$ cat src/rtl/irq_controller_if.sv
// Signal bundle between the interrupt controller and its CPU/peripheral side.
// The CPU side uses the master modport and the controller uses the slave modport.
interface irq_controller_if;
    logic [3:0]  irq_src;
    logic        mask_we;
    logic [3:0]  mask_wdata;
    logic [3:0]  mask;
    logic [3:0]  pending;
    logic [3:0]  in_service;
    logic        irq_req;
    logic [1:0]  irq_id;
    logic [31:0] irq_vec;
    logic        irq_ack;
    logic        eoi;

    modport master (
        output irq_src, mask_we, mask_wdata, irq_ack, eoi,
        input  mask, pending, in_service, irq_req, irq_id, irq_vec
    );

    modport slave (
        input  irq_src, mask_we, mask_wdata, irq_ack, eoi,
        output mask, pending, in_service, irq_req, irq_id, irq_vec
    );
endinterface

$ cat src/rtl/irq_controller.sv
// Four-source fixed-priority interrupt controller with req/ack/eoi handshake.
// Optional preemption of a lower in-service level is enabled by defining IRQ_NESTING_EN.
module irq_controller #(
    parameter logic [31:0] VEC_BASE = 32'h0000_0800
) (
    input  logic             clk,
    input  logic             rst_n,
    irq_controller_if.slave  bus
);

    typedef enum logic [1:0] {
        ST_IDLE = 2'd0,
        ST_REQ  = 2'd1,
        ST_SERV = 2'd2
    } state_t;

    state_t      state_r;
    logic [3:0]  prev_r;
    logic [3:0]  pending_r;
    logic [3:0]  mask_r;
    logic [3:0]  in_service_r;
    logic [1:0]  id_r;
    logic        irq_req_r;

    logic [3:0]  rise_s;
    logic [3:0]  eligible_s;
    logic [1:0]  win_id_s;
    logic [1:0]  top_isv_s;
    logic [3:0]  id_bit_s;
    logic [3:0]  top_bit_s;
    logic        ack_take_s;
    logic        eoi_take_s;
    logic        preempt_s;

    // Index of the highest set bit; source 3 has the highest priority.
    function automatic logic [1:0] top_index(input logic [3:0] v);
        logic [1:0] idx;
        casez (v)
            4'b1???: idx = 2'd3;
            4'b01??: idx = 2'd2;
            4'b001?: idx = 2'd1;
            default: idx = 2'd0;
        endcase
        return idx;
    endfunction

    // Edge detection, arbitration and handshake qualification.
    always_comb begin
        rise_s     = bus.irq_src & ~prev_r;
        eligible_s = pending_r & ~mask_r;
        win_id_s   = top_index(eligible_s);
        top_isv_s  = top_index(in_service_r);
        id_bit_s   = 4'b0001 << id_r;
        top_bit_s  = 4'b0001 << top_isv_s;
        ack_take_s = (state_r == ST_REQ) && bus.irq_ack;
        eoi_take_s = (state_r == ST_SERV) && bus.eoi;
`ifdef IRQ_NESTING_EN
        if ((state_r == ST_SERV) && !bus.eoi && (eligible_s != 4'b0000) && (win_id_s > top_isv_s)) begin
            preempt_s = 1'b1;
        end else begin
            preempt_s = 1'b0;
        end
`else
        preempt_s = 1'b0;
`endif
    end

    // Request latching, mask register and in-service bookkeeping; a same-edge rise beats the ack clear.
    always_ff @(posedge clk or negedge rst_n) begin
        if (!rst_n) begin
            prev_r       <= 4'b0000;
            pending_r    <= 4'b0000;
            mask_r       <= 4'b1111;
            in_service_r <= 4'b0000;
        end else begin
            prev_r <= bus.irq_src;
            if (ack_take_s) begin
                pending_r    <= (pending_r & ~id_bit_s) | rise_s;
                in_service_r <= in_service_r | id_bit_s;
            end else if (eoi_take_s) begin
                pending_r    <= pending_r | rise_s;
                in_service_r <= in_service_r & ~top_bit_s;
            end else begin
                pending_r    <= pending_r | rise_s;
                in_service_r <= in_service_r;
            end
            if (bus.mask_we) begin
                mask_r <= bus.mask_wdata;
            end else begin
                mask_r <= mask_r;
            end
        end
    end

    // Handshake FSM; a withdrawn request falls back to SERV when a lower level is still in service.
    always_ff @(posedge clk or negedge rst_n) begin
        if (!rst_n) begin
            state_r   <= ST_IDLE;
            id_r      <= 2'd0;
            irq_req_r <= 1'b0;
        end else begin
            case (state_r)
                ST_IDLE: begin
                    if (eligible_s != 4'b0000) begin
                        id_r      <= win_id_s;
                        state_r   <= ST_REQ;
                        irq_req_r <= 1'b1;
                    end else begin
                        irq_req_r <= 1'b0;
                    end
                end
                ST_REQ: begin
                    if (bus.irq_ack) begin
                        state_r   <= ST_SERV;
                        irq_req_r <= 1'b0;
                    end else if (!eligible_s[id_r]) begin
                        state_r   <= (in_service_r != 4'b0000) ? ST_SERV : ST_IDLE;
                        irq_req_r <= 1'b0;
                    end else begin
                        irq_req_r <= 1'b1;
                    end
                end
                ST_SERV: begin
                    if (eoi_take_s) begin
                        if ((in_service_r & ~top_bit_s) == 4'b0000) begin
                            state_r <= ST_IDLE;
                        end else begin
                            state_r <= ST_SERV;
                        end
                        irq_req_r <= 1'b0;
                    end else if (preempt_s) begin
                        id_r      <= win_id_s;
                        state_r   <= ST_REQ;
                        irq_req_r <= 1'b1;
                    end else begin
                        irq_req_r <= 1'b0;
                    end
                end
                default: begin
                    state_r   <= ST_IDLE;
                    irq_req_r <= 1'b0;
                end
            endcase
        end
    end

    assign bus.mask       = mask_r;
    assign bus.pending    = pending_r;
    assign bus.in_service = in_service_r;
    assign bus.irq_req    = irq_req_r;
    assign bus.irq_id     = id_r;
    assign bus.irq_vec    = VEC_BASE + {28'd0, id_r, 2'b00};

endmodule

$ cat src/flat_wrapper.sv
// flat-port wrapper written by rule: the top's interface ports become plain ports
module irq_controller_flat 
#(
    parameter logic [31:0] VEC_BASE = 32'h0000_0800
)
  (clk, rst_n, bus_irq_src, bus_mask_we, bus_mask_wdata, bus_irq_ack, bus_eoi, bus_mask, bus_pending, bus_in_service, bus_irq_req, bus_irq_id, bus_irq_vec);
  irq_controller_if bus_i ();
  input  logic clk;
  input  logic rst_n;
  input wire logic [$bits(bus_i.irq_src)-1:0] bus_irq_src;
  input wire logic [$bits(bus_i.mask_we)-1:0] bus_mask_we;
  input wire logic [$bits(bus_i.mask_wdata)-1:0] bus_mask_wdata;
  input wire logic [$bits(bus_i.irq_ack)-1:0] bus_irq_ack;
  input wire logic [$bits(bus_i.eoi)-1:0] bus_eoi;
  output wire logic [$bits(bus_i.mask)-1:0] bus_mask;
  output wire logic [$bits(bus_i.pending)-1:0] bus_pending;
  output wire logic [$bits(bus_i.in_service)-1:0] bus_in_service;
  output wire logic [$bits(bus_i.irq_req)-1:0] bus_irq_req;
  output wire logic [$bits(bus_i.irq_id)-1:0] bus_irq_id;
  output wire logic [$bits(bus_i.irq_vec)-1:0] bus_irq_vec;
  assign bus_i.irq_src = bus_irq_src;
  assign bus_i.mask_we = bus_mask_we;
  assign bus_i.mask_wdata = bus_mask_wdata;
  assign bus_i.irq_ack = bus_irq_ack;
  assign bus_i.eoi = bus_eoi;
  assign bus_mask = bus_i.mask;
  assign bus_pending = bus_i.pending;
  assign bus_in_service = bus_i.in_service;
  assign bus_irq_req = bus_i.irq_req;
  assign bus_irq_id = bus_i.irq_id;
  assign bus_irq_vec = bus_i.irq_vec;
  irq_controller #(.VEC_BASE(VEC_BASE)) u_core (.clk(clk), .rst_n(rst_n), .bus(bus_i));
endmodule
$ cat config.mk
export PLATFORM = sky130hd
export DESIGN_NAME = irq_controller_flat
export DESIGN_NICKNAME = d
export VERILOG_FILES = /design/src/rtl/irq_controller_if.sv /design/src/rtl/irq_controller.sv /design/src/flat_wrapper.sv
export SDC_FILE = /design/constraint.sdc
export NUM_CORES = 1
export LEC_CHECK = 0
export CAP_MARGIN = 5
export CORE_MARGIN = 4
export CORE_UTILIZATION = 40
export CTS_BUF_LIST = sky130_fd_sc_hd__clkbuf_8
export DETAILED_ROUTE_END_ITERATION = 10
export PLACE_DENSITY = 0.88
export SLEW_MARGIN = 20
export SYNTH_ARGS = -nofsm -noshare
export SYNTH_HDL_FRONTEND = slang
export SYNTH_SLANG_ARGS = --single-unit
$ cat constraint.sdc
create_clock -name clk -period 1.8 [get_ports clk]
set_input_delay 0.45 -clock clk [delete_from_list [all_inputs] [get_ports clk]]
set_output_delay 0.45 -clock clk [all_outputs]
set_load 0.01 [all_outputs]
# Yosys cells after proc, flatten, opt, wreduce, memory -nomap -nowiden
# Cells that the tools add are included.
# classes
add_sub_neg,1
multipliers,0
div,0
order_cmp,1
n_eq_ne,9
shifts,2
mux,18
bitwise,11
n_reduce_logical,9
# op_table
op,n
one-hot mux 2 bit (3 select lines),3
bitwise AND 4 bit,4
NOT 4 bit,4
adder 12 x 4 -> 13 bit (first input constant),1
two-way mux 2 bit,6
two-way mux 4 bit,3
bitwise OR 4 bit,3
nonzero test 4 bit,2
left shift 1 x 2 -> 4 bit (first input constant),2
equality test 2 x 1 -> 1 bit (second input constant),3
equality test 3 x 1 -> 1 bit (second input constant),2
zero test 4 bit,1
two-way mux 1 bit,4
!= test 2 x 1 -> 1 bit (second input constant),2
< comparator 2 x 3 -> 1 bit (second input constant),1
!= test 3 bit (second input constant),1
AND reduction 3 bit,1
binary-select mux 1 bit (select 2 bit),1
equality test 2 bit (second input constant),1
logical AND 1 bit,2
zero test 2 bit,1
one-hot mux 1 bit (2 select lines),1
AND reduction 2 bit,1
nonzero test 2 bit,1
# totals
regBits,21
latch_bits,0
ram_bits,0
rom_bits,0
inputBits,13
out_inout_bits,47
elab_cells,58
n_memories,0

# Longest topological paths before layout
# logic_depth
depth_word,9
mapped_depth,4
depth_no_buf,4

# Least setup slack after synthesis
# OpenSTA, ideal clock, no wires.
# synth_path
kind,register to register
from,"register u_core.id_r[0], in the netlist u_core.bus.irq_id[0]"
to,register u_core.state_r[1]
setup_time_ps,127
arrival_time_ps,1275
t_required_ps,1673
path_slack_ps,398
path_stages_with_launch,4
path_buffers,0
path_cell_list,dfrtp_1 -> mux4_2 -> nor3_2 -> o21ai_1
# synth_between
elab_chain_len,4
# synth_lines
element,line_no,rtl
start: declaration,irq_controller.sv:22,logic [1:0] id_r;
start signal: assignment,irq_controller.sv:105,id_r <= win_id_s;
start signal: assignment,irq_controller.sv:132,id_r <= win_id_s;
binary-select mux 1 bit (select 2 bit),irq_controller.sv:116,end else if (!eligible_s[id_r]) begin
two-way mux 1 bit (implied by the code),irq_controller.sv:116,
!= test 3 bit (no line),--,
AND reduction 3 bit (no line),--,
end signal: assignment,irq_controller.sv:117,state_r <= (in_service_r != 4'b0000) ? ST_SERV : ST_IDLE;
end: declaration,irq_controller.sv:17,state_t state_r;
# No other way between the ends. The select of a mux whose other input is x is not followed.
# A chain may end at the register's enable or synchronous reset.

# Worst setup path after layout
# layout_path
from,"register u_core.id_r[0], in the netlist u_core.bus.irq_id[0]"
to,output port bus_irq_id[0]
# layout_lines
element,line_no,rtl
end: declaration,flat_wrapper.sv:19,output wire logic [$bits(bus_i.irq_id)-1:0] bus_irq_id;
# No word-level cell between the ends.

==> impl_results.md <==
* Run status: completed
* Fraction of layout cells with a size suffix above 1 at 13.3%
* Met1 usage at 13.3%
* First-pass GRT wire length at 3.71 mm
* DRC Markers at 0
* Final setup viols at 0
* Max Freq at 0.573 GHz
* Post-route cell area at 1440 um^2
* CTS tree: done
* Die Ht at 62.5 um
* CTS buffer count at 3
* Worst-path clk slew at 0.07 ns
* Number of enable flip-flop cells after synthesis at 0
* Crit start category: flip-flop
* Initial antenna violation count at 0
* Mapped Area at 1190 um^2
* Core box area at 2810 um^2
* Worst Skew at 0.00197 ns
* Leakage at 0.693 nW
* Post-CTS setup buffers at 0
* Setup TNS at 0 ns
* Ant. Diodes at 0
* Router iterations before antenna repair at 4
* Ports at 60
* Final nets at 157
* Top post-synthesis cells by count: 33 x buf_4, 17 x dfrtp_1, 7 x inv_1, 5 x a21oi_1
* Initial Util at 42.3%
* Full die area at 3900 um^2
* Synthesis Warnings at 0
* GR Util met3 at 3.42%
* WP buf/inv at 1
* Post-Syn Area per Cell at 10.6 um^2
* Number of cells produced by synthesis at 112
* CP cell instances: clkdlybuf4s50_1
* Unrepaired setup endpoints after global routing: false
* GRT Total Usage at 11.7%
* Row Count at 19
* CTS Root Cell: clkbuf_8
* Hold WC Path Type: reg -> reg
* CP delay by family, top: buffers and inverters
* Die extent in x at 62.5 um
* Initial DRC count at 10
* Setup CP Type: reg -> out
* Synth cell types at 30
* Crit-path max cell delay at 0.57 ns
* Worst EP arrival at 1.29 ns
* Post-Place Worst Slack at 0.148 ns
* Maximum vdd drop at 562 uV
* GR peak layer: met2
* Clock latency at the later pin of the worst-skew pair at 0.26 ns
* # clock sinks at 21
* Top-area cell type share of the netlist area at 35.8%
* Most used flip-flop cell after synthesis: dfrtp_1
* DR vias/cell at 4.61
* Largest net degree at the start of global routing at 22
* Seq/Total Area, Yosys at 44.7%
* Most common cell in the netlist: buf_4
* Synth area leaders: dfrtp_1 36%, buf_4 21%, dfstp_2 8.9%
* Final wirelength at 2.35 mm
* DP HPWL at 1.85 mm
* Routability Congestion at 0.775
* H-tree depth at 1
* CP endpoint kind: primary output
* Clk buf depth at 2
* Wire length per cell at 13.5 um
* Total power at 1.99 mW
* CP max-delay cell: clkdlybuf4s50_1
* MaxCap Viol Count at 0
* Min cycle time layout at 1.74 ns
* Worst hold slack at 0.411 ns
* #FFs+latches synth at 21
* Number of global-route vias before repair at 822
* Placed instance area at 1400 um^2
* Async S/R FF share, synth at 100%
* Setup WS post-layout at 0.0555 ns
* Vias at 803
* Worst-path maximum fanout at 9
* M2 GR Usage at 20.8%
* Fin crit share at 96.9%
* Final hold violations at 0
* Power Density at 1380 nW/um^2
* Post-DRT Antenna Nets at 0
* Total gr overflow at 0
* Synthesis-to-finish area growth at 21.4%
* Input/output buffers at 29
* Max Slew Vio Count at 0
* Largest area contributor in the netlist: dfrtp_1
* Worst EP required at 1.35 ns
[cell families after synthesis]
kind of cell / after synthesis / synth area share (%)
other: 2 / 0.632
flip-flops: 21 / 44.7
AND/OR/NAND/NOR: 22 / 13.7
buffers and inverters: 40 / 23.1
multiplexers: 5 / 5.69
AO/OA/AOI/OAI: 22 / 12.2
[report_power, final]
part / internal (mW) / switching [mW]
combinational: 0.482 / 0.396
clock: 0.152 / 0.148
sequential: 0.622 / 0.189
[flip-flops by register name, indices dropped and copies added (netlist names)]
| signal | count |
|---|---|
| u_core.bus.in_service | 4 |
| u_core.bus.pending | 4 |
| u_core.bus.irq_id | 2 |
| u_core.state_r | 2 |
| u_core.bus.irq_req | 1 |
| u_core.bus.mask | 4 |
| u_core.prev_r | 4 |
[routing by layer]
layer	up-vias	wire length (um)
met5	-	0
met4	0	23
met3	2	182
met2	41	1220
met1	380	924
li1	380	-
[per-stage QoR]
step	util [%]	std cells
final	51.4	174
after global routing	51.4	174
after CTS	51.3	174
after floorplan	-	140
after global placement	49.8	170
after detailed placement	49.8	170
[path summary, 6_finish.rpt]
kind | cells past startpoint | slack (ns) | to | from
min in group asynchronous | 2 | 0.54 | u_core.bus.in_service[3] | rst_n
hold / removal | 1 | 0.41 | u_core.bus.pending[0] | u_core.prev_r[0]
setup / recovery | 1 | 0.06 | bus_irq_id[0] | u_core.bus.irq_id[0]
hold reg to reg | 1 | 0.41 | u_core.bus.pending[0] | u_core.prev_r[0]
setup reg to reg | 4 | 0.36 | u_core.state_r[1] | u_core.bus.mask[3]
max in group asynchronous | 2 | 0.99 | u_core.bus.mask[1] | rst_n
[worst reg2reg max path: stages, from the launching register on]
cell      delay, ns
dfstp_2        0.38
nand2b_4       0.14
mux4_2         0.49
nor3_2         0.20
o21ai_1        0.11
[cells in the final DEF, fill, tap and decap left out, types with 2 or more instances in the layout]
master           instances
dfrtp_1                 16
clkdlybuf4s50_1         25
nand4_1                  2
o21ai_1                  3
a21o_1                   2
conb_1                  30
inv_1                    8
a21oi_1                  5
nand2b_4                 4
a22o_1                   3
o22ai_1                  2
clkbuf_8                 3
nand2_1                  4
dfstp_2                  4
o31ai_1                  2
a211oi_1                 2
mux2_1                   4
dlygate4sd2_1            3
nor2_1                   3
buf_4                    3
[cell type report]
type,instances,area [um^2]
clock buffers,3,41.3
clock inverters,1,3.75
fillers,279,1360
inverters,7,26.3
multi-input cells,79,488
flip-flops and latches,21,532
well taps,31,38.8
repair buffers,32,312
[timing repair]
action | CTS | global route
gates resized for setup | 4 | 1
endpoints found under the hold margin | 0 | 0
setup endpoints to repair | 5 | 1
hold buffers | 0 | 0
(Power assumes the default switching activity.)
